$ cat src/rtl/sr_flag_arbiter.sv
// sr_flag_arbiter: round-robin arbiter sharing one set/clear path to a bank of
// SR-style flag flops. Each granted operation takes two cycles: IDLE samples and
// arbitrates, APPLY drives s/r/flag_sel for one cycle, and the flag updates at
// the edge that ends APPLY.
// Optional feature macro: SR_TOGGLE_EN (op 2'b11 toggles the selected flag;
// when undefined, op 2'b11 is rejected with err).
module sr_flag_arbiter #(
    parameter int unsigned NREQ  = 4,
    parameter int unsigned NFLAG = 8,
    parameter int unsigned IDXW  = 3
) (
    input  logic                   clk,
    input  logic                   rst_n,
    input  logic [NREQ-1:0]        req_i,
    input  logic [2*NREQ-1:0]      op_i,
    input  logic [IDXW*NREQ-1:0]   idx_i,
    output logic [NREQ-1:0]        gnt_o,
    output logic                   err_o,
    output logic                   s_out_o,
    output logic                   r_out_o,
    output logic [IDXW-1:0]        flag_sel_o,
    output logic [NFLAG-1:0]       flags_o,
    output logic [NFLAG-1:0]       flags_n_o
);

    localparam int unsigned PW = (NREQ > 1) ? $clog2(NREQ) : 1;

    localparam logic [0:0] IDLE  = 1'b0;
    localparam logic [0:0] APPLY = 1'b1;

    logic [0:0]       state_q, state_d;
    logic [PW-1:0]    rr_q, rr_d;
    logic [PW-1:0]    winner_q, winner_d;
    logic [NREQ-1:0]  gnt_q, gnt_d;
    logic             err_q, err_d;
    logic             s_q, s_d;
    logic             r_q, r_d;
    logic [IDXW-1:0]  sel_q, sel_d;
    logic [NFLAG-1:0] flags_q, flags_d;

    logic             win_found;
    logic [PW-1:0]    win_idx;
    logic [1:0]       win_op;
    logic [IDXW-1:0]  win_fidx;
    logic             win_in_range;
    logic             dec_s, dec_r, dec_err;

    // Round-robin search: first requester at or above the pointer, wrapping.
    always_comb begin
        win_found = 1'b0;
        win_idx   = '0;
        for (int unsigned k = 0; k < NREQ; k++) begin
            if (!win_found && req_i[(32'(rr_q) + k) % NREQ]) begin
                win_found = 1'b1;
                win_idx   = PW'((32'(rr_q) + k) % NREQ);
            end
        end
    end

    // Mux out the winner's op and flag index.
    always_comb begin
        win_op   = 2'b00;
        win_fidx = '0;
        for (int unsigned i = 0; i < NREQ; i++) begin
            if (win_idx == PW'(i)) begin
                win_op   = op_i[2*i +: 2];
                win_fidx = idx_i[IDXW*i +: IDXW];
            end
        end
    end

    assign win_in_range = (32'(win_fidx) < NFLAG);

`ifdef SR_TOGGLE_EN
    logic win_flag;

    // Current state of the selected flag, needed to choose the toggle direction.
    always_comb begin
        win_flag = 1'b0;
        for (int unsigned j = 0; j < NFLAG; j++) begin
            if (win_fidx == IDXW'(j)) begin
                win_flag = flags_q[j];
            end
        end
    end
`endif

    // Decode the winner's op into an SR drive; s and r are mutually exclusive by construction.
    always_comb begin
        dec_s   = 1'b0;
        dec_r   = 1'b0;
        dec_err = 1'b0;
        if (!win_in_range) begin
            dec_err = 1'b1;
        end else begin
            case (win_op)
                2'b01: dec_s = 1'b1;
                2'b10: dec_r = 1'b1;
                2'b11: begin
`ifdef SR_TOGGLE_EN
                    dec_s = ~win_flag;
                    dec_r = win_flag;
`else
                    dec_err = 1'b1;
`endif
                end
                default: ;
            endcase
        end
    end

    // Next-state logic: outputs are only non-zero during APPLY.
    always_comb begin
        state_d  = state_q;
        rr_d     = rr_q;
        winner_d = winner_q;
        gnt_d    = '0;
        err_d    = 1'b0;
        s_d      = 1'b0;
        r_d      = 1'b0;
        sel_d    = '0;
        flags_d  = flags_q;
        case (state_q)
            IDLE: begin
                if (win_found) begin
                    state_d  = APPLY;
                    winner_d = win_idx;
                    gnt_d    = NREQ'(1) << win_idx;
                    err_d    = dec_err;
                    s_d      = dec_s;
                    r_d      = dec_r;
                    sel_d    = win_fidx;
                end
            end
            APPLY: begin
                state_d = IDLE;
                if (32'(winner_q) == NREQ - 1) begin
                    rr_d = '0;
                end else begin
                    rr_d = winner_q + 1'b1;
                end
                // s/r are already zero for rejected ops, so no extra err gating.
                for (int unsigned j = 0; j < NFLAG; j++) begin
                    if (sel_q == IDXW'(j)) begin
                        if (s_q) begin
                            flags_d[j] = 1'b1;
                        end else if (r_q) begin
                            flags_d[j] = 1'b0;
                        end
                    end
                end
            end
            default: state_d = IDLE;
        endcase
    end

    // State registers; reset abandons any in-flight update.
    always_ff @(posedge clk or negedge rst_n) begin
        if (!rst_n) begin
            state_q  <= IDLE;
            rr_q     <= '0;
            winner_q <= '0;
            gnt_q    <= '0;
            err_q    <= 1'b0;
            s_q      <= 1'b0;
            r_q      <= 1'b0;
            sel_q    <= '0;
            flags_q  <= '0;
        end else begin
            state_q  <= state_d;
            rr_q     <= rr_d;
            winner_q <= winner_d;
            gnt_q    <= gnt_d;
            err_q    <= err_d;
            s_q      <= s_d;
            r_q      <= r_d;
            sel_q    <= sel_d;
            flags_q  <= flags_d;
        end
    end

    assign gnt_o      = gnt_q;
    assign err_o      = err_q;
    assign s_out_o    = s_q;
    assign r_out_o    = r_q;
    assign flag_sel_o = sel_q;
    assign flags_o    = flags_q;
    assign flags_n_o  = ~flags_q;

    // The forbidden SR input combination must never reach the bank.
    a_no_sr_both : assert property (@(posedge clk) disable iff (!rst_n) !(s_out_o && r_out_o));

endmodule

$ cat config.mk
export PLATFORM = sky130hd
export DESIGN_NAME = sr_flag_arbiter
export DESIGN_NICKNAME = d
export VERILOG_FILES = /design/src/rtl/sr_flag_arbiter.sv
export SDC_FILE = /design/constraint.sdc
export NUM_CORES = 1
export LEC_CHECK = 0
export ABC_CLOCK_PERIOD_IN_PS = 2200
export CAP_MARGIN = 40
export CORE_ASPECT_RATIO = 0.6
export CORE_MARGIN = 2
export CORE_UTILIZATION = 30
export CTS_CLUSTER_DIAMETER = 50
export CTS_CLUSTER_SIZE = 20
export DETAILED_ROUTE_END_ITERATION = 10
export GPL_TIMING_DRIVEN = 0
export SLEW_MARGIN = 20
export SYNTH_ARGS = -nofsm -noshare
export SYNTH_HDL_FRONTEND = slang
export SYNTH_SLANG_ARGS = --single-unit
export TNS_END_PERCENT = 5
$ cat constraint.sdc
create_clock -name clk -period 2.2 [get_ports clk]
set_input_delay 0.33 -clock clk [delete_from_list [all_inputs] [get_ports clk]]
set_output_delay 0.33 -clock clk [all_outputs]
set_load 0.02 [all_outputs]
==> flow_summary.toml <==
[floorplanning]
die_w_um = 86.66
row_count = 17
core-area_um2 = 3807
fp.dieH_um = 53.60
ios = 52
start_util_pct = 32.30
die-area_um2 = 4645

[clock_tree]
holdBufCountCts = 0
htreeDepth = 1
clk_pin_slew_ns = 0.08
cts_made_buffers = 3
ctsResizeCount = 0
cts_setup_buffers = 0
cts_tree = "done"
worstSkewPairLatency_ns = 0.26
cts_sinks = 23
cts_root_buf = "clkbuf_8"
cts_buffer_depth = 2

[final_layout]
num-nets-final = 204
final_common_cell = "clkdlybuf4s50_1"
ff_latch_area_um2 = 575.6
drive_above_1_share_pct = 14.77
syn_to_final_growth_pct = 51.17
multi_input_area_um2 = 608.1
n_fill_cell = 345
diodes = 0
stdcell_area_um2 = 1859
final_cell_mix = "clkdlybuf4s50_1, dfrtp_1, nor2_1"

[run_status]
run_status = "finished clean"

[worst_setup_path]
crit_type = "in2reg"
cp_slowest_cell = "clkdlybuf4s50_1"
cp.depth = 7
max_stage_delay_ns = 0.49
cp.required_ns = 2.35
crit_buf_inv = 2
crit_fanout = 10
rr_worst_depth = 5
cp_cell_sequence = "clkdlybuf4s50_1 -> nand2b_1 -> a211oi_1 -> or2_4 -> buf_2 -> a211oi_1 -> a211oi_1"
crit_top_cell = "a211oi_1"
arrival_ns = 2.13
critPathLaunchType = "primary input"
worst_setup_path_end_kind = "flop"
path_delay_family = "compound AO/OA/AOI/OAI gates"

[place]
place_area_um2 = 1814
io_buffers = 51
dp_hpwl_um = 2528
gp_congestion = 0.8359
pre_cts_ws_ns = -0.06229

[detailed_routing]
vias_per_cell = 4.915
wl_per_cell_um = 13.74
drt_iter0_markers = 57
drtAntennaViolNets = 0
wirelength_um = 3063
drc = 0
num_vias = 1096
drtPass1Iterations = 4

[synthesis]
ys_top_cells_by_area = "dfrtp_1, mux2_2, a211oi_1"
yosys_warnings = 0
synth_top_family_by_area = "compound AO/OA/AOI/OAI gates"
synth_top_area_share_pct = 46.80
seq_area_frac_synth_pct = 46.80
synth.avg_cell_area_um2 = 10.25
synthesis.area_um2 = 1230
synth_cell_types = 35
muxShareOfSynthArea_pct = 8.850
netlist_instances = 120
yosysTopAreaCell = "dfrtp_1"
synth-simple-area-share_pct = 18.62
synth-compound-area-share_pct = 20.96
yosys.area_share.adder_pct = 1.017
synth_xor_area_share_pct = 0
syn_nets = 147
ys_seq_elements = 23

[global_route]
antenna_found_initial = 0
grt_max_degree = 15
grt_pass1_vias = 994
grt_pass1_wl_um = 4905
grtUsageTotal_pct = 14.15
grt_overflow = 0

[min_path]
hold_class = "in2async"

[power]
power_uw = 2219
vdd_drop_max_mv = 0.3419
p_per_area_nw_per_um2 = 1193
p_leak_uw = 0.0007561

[timing]
rsz0062_at_grt = "no"
fin_crit_sh_pct = 90.25
slew_headroom_pct = 67.88
fin_ws_ns = 0.2145
clock.fmax_mhz = 503.7
worst_pin_slew_ns = 0.4803
slew_viol_final = 0
period_minus_slack_ns = 1.985
setup_viol = 0
hold_viol = 0
skew_ns = 0.008040

[job]
drv_cap = 0
-- synthesized netlist by cell type, drive strengths merged --
cell	count
and4	2
a211o	1
nand2b	4
ha	1
nand3	1
nor3	6
a21o	3
inv	9
a211oi	11
nand2	7
nor2	14
dfrtp	23
buf	1
nor3b	1
nand4	2
o21a	1
a21oi	1
or4	1
or2	3
o31a	5
o21ai	7
o211ai	1
nor2b	1
mux2i	3
a2bb2oi	1
clkbuf	2
o31ai	1
mux2	7
-- state kept, by name, indices dropped and copies added (netlist names) --
signal	flops
winner_q	2
gnt_o	4
state_q	1
flag_sel_o	3
err_o	1
rr_q	2
flags_o	8
r_out_o	1
s_out_o	1
-- final cells by class --
cell class              instances  share of cell area (%)
plain buffers                   3                  0.6729
repair buffers                 52                   28.26
well taps                      47                   3.163
clock buffers                   4                   2.423
flip-flops and latches         23                   30.96
inverters                       9                   1.817
multi-input cells              85                   32.71
-- stage by stage --
step	setup TNS [ns]	util (%)	cells	hold WS [ns]
global placement	-0.1962	47.26	218	0.4681
finish	0	48.83	223	0.3872
CTS	0	48.83	223	0.4008
detailed placement	-0.1210	47.65	219	0.4935
global route	0	48.83	223	0.4193
floorplan	0	-	120	0.03441
-- power breakdown --
part / switching (uW) / internal, uW
combinational: 638 / 606
clock: 125 / 129
sequential: 139 / 582
-- worst paths after layout --
kind / startpoint / endpoint / slack (ns)
setup / recovery: req_i[3] / flag_sel_o[0] / 0.21
hold / removal: rst_n / flags_o[5] / 0.39
setup reg to reg: rr_q[1] / err_o / 0.25
hold reg to reg: winner_q[1] / winner_q[1] / 0.51
max in group asynchronous: rst_n / gnt_o[1] / 1.35
min in group clk: winner_q[1] / winner_q[1] / 0.51
-- layer usage --
| metal | global-route usage (%) | routed length [um] |
|---|---|---|
| met5 | 0 | 0 |
| met2 | 22.05 | 1328 |
| met1 | 19.31 | 1517 |
| met4 | 3.906 | 55 |
| met3 | 4.294 | 162 |
-- worst register-to-register path: cells and delay by family, from the launching register on --
kind,cells,cell delay (ns)
simple gates,1,0.22
compound gates,4,1.15
flops,1,0.46
-- logic make-up (layout without fill, tap and decap cells) --
group	Yosys count	count (layout)
multiplexers	10	10
buffers and inverters	12	68
adder cells (fa/ha/maj)	1	1
AO/OA/AOI/OAI	32	32
AND/OR/NAND/NOR	42	42
flip-flops	23	23
Note: power is estimated with default switching activity, not from simulation.
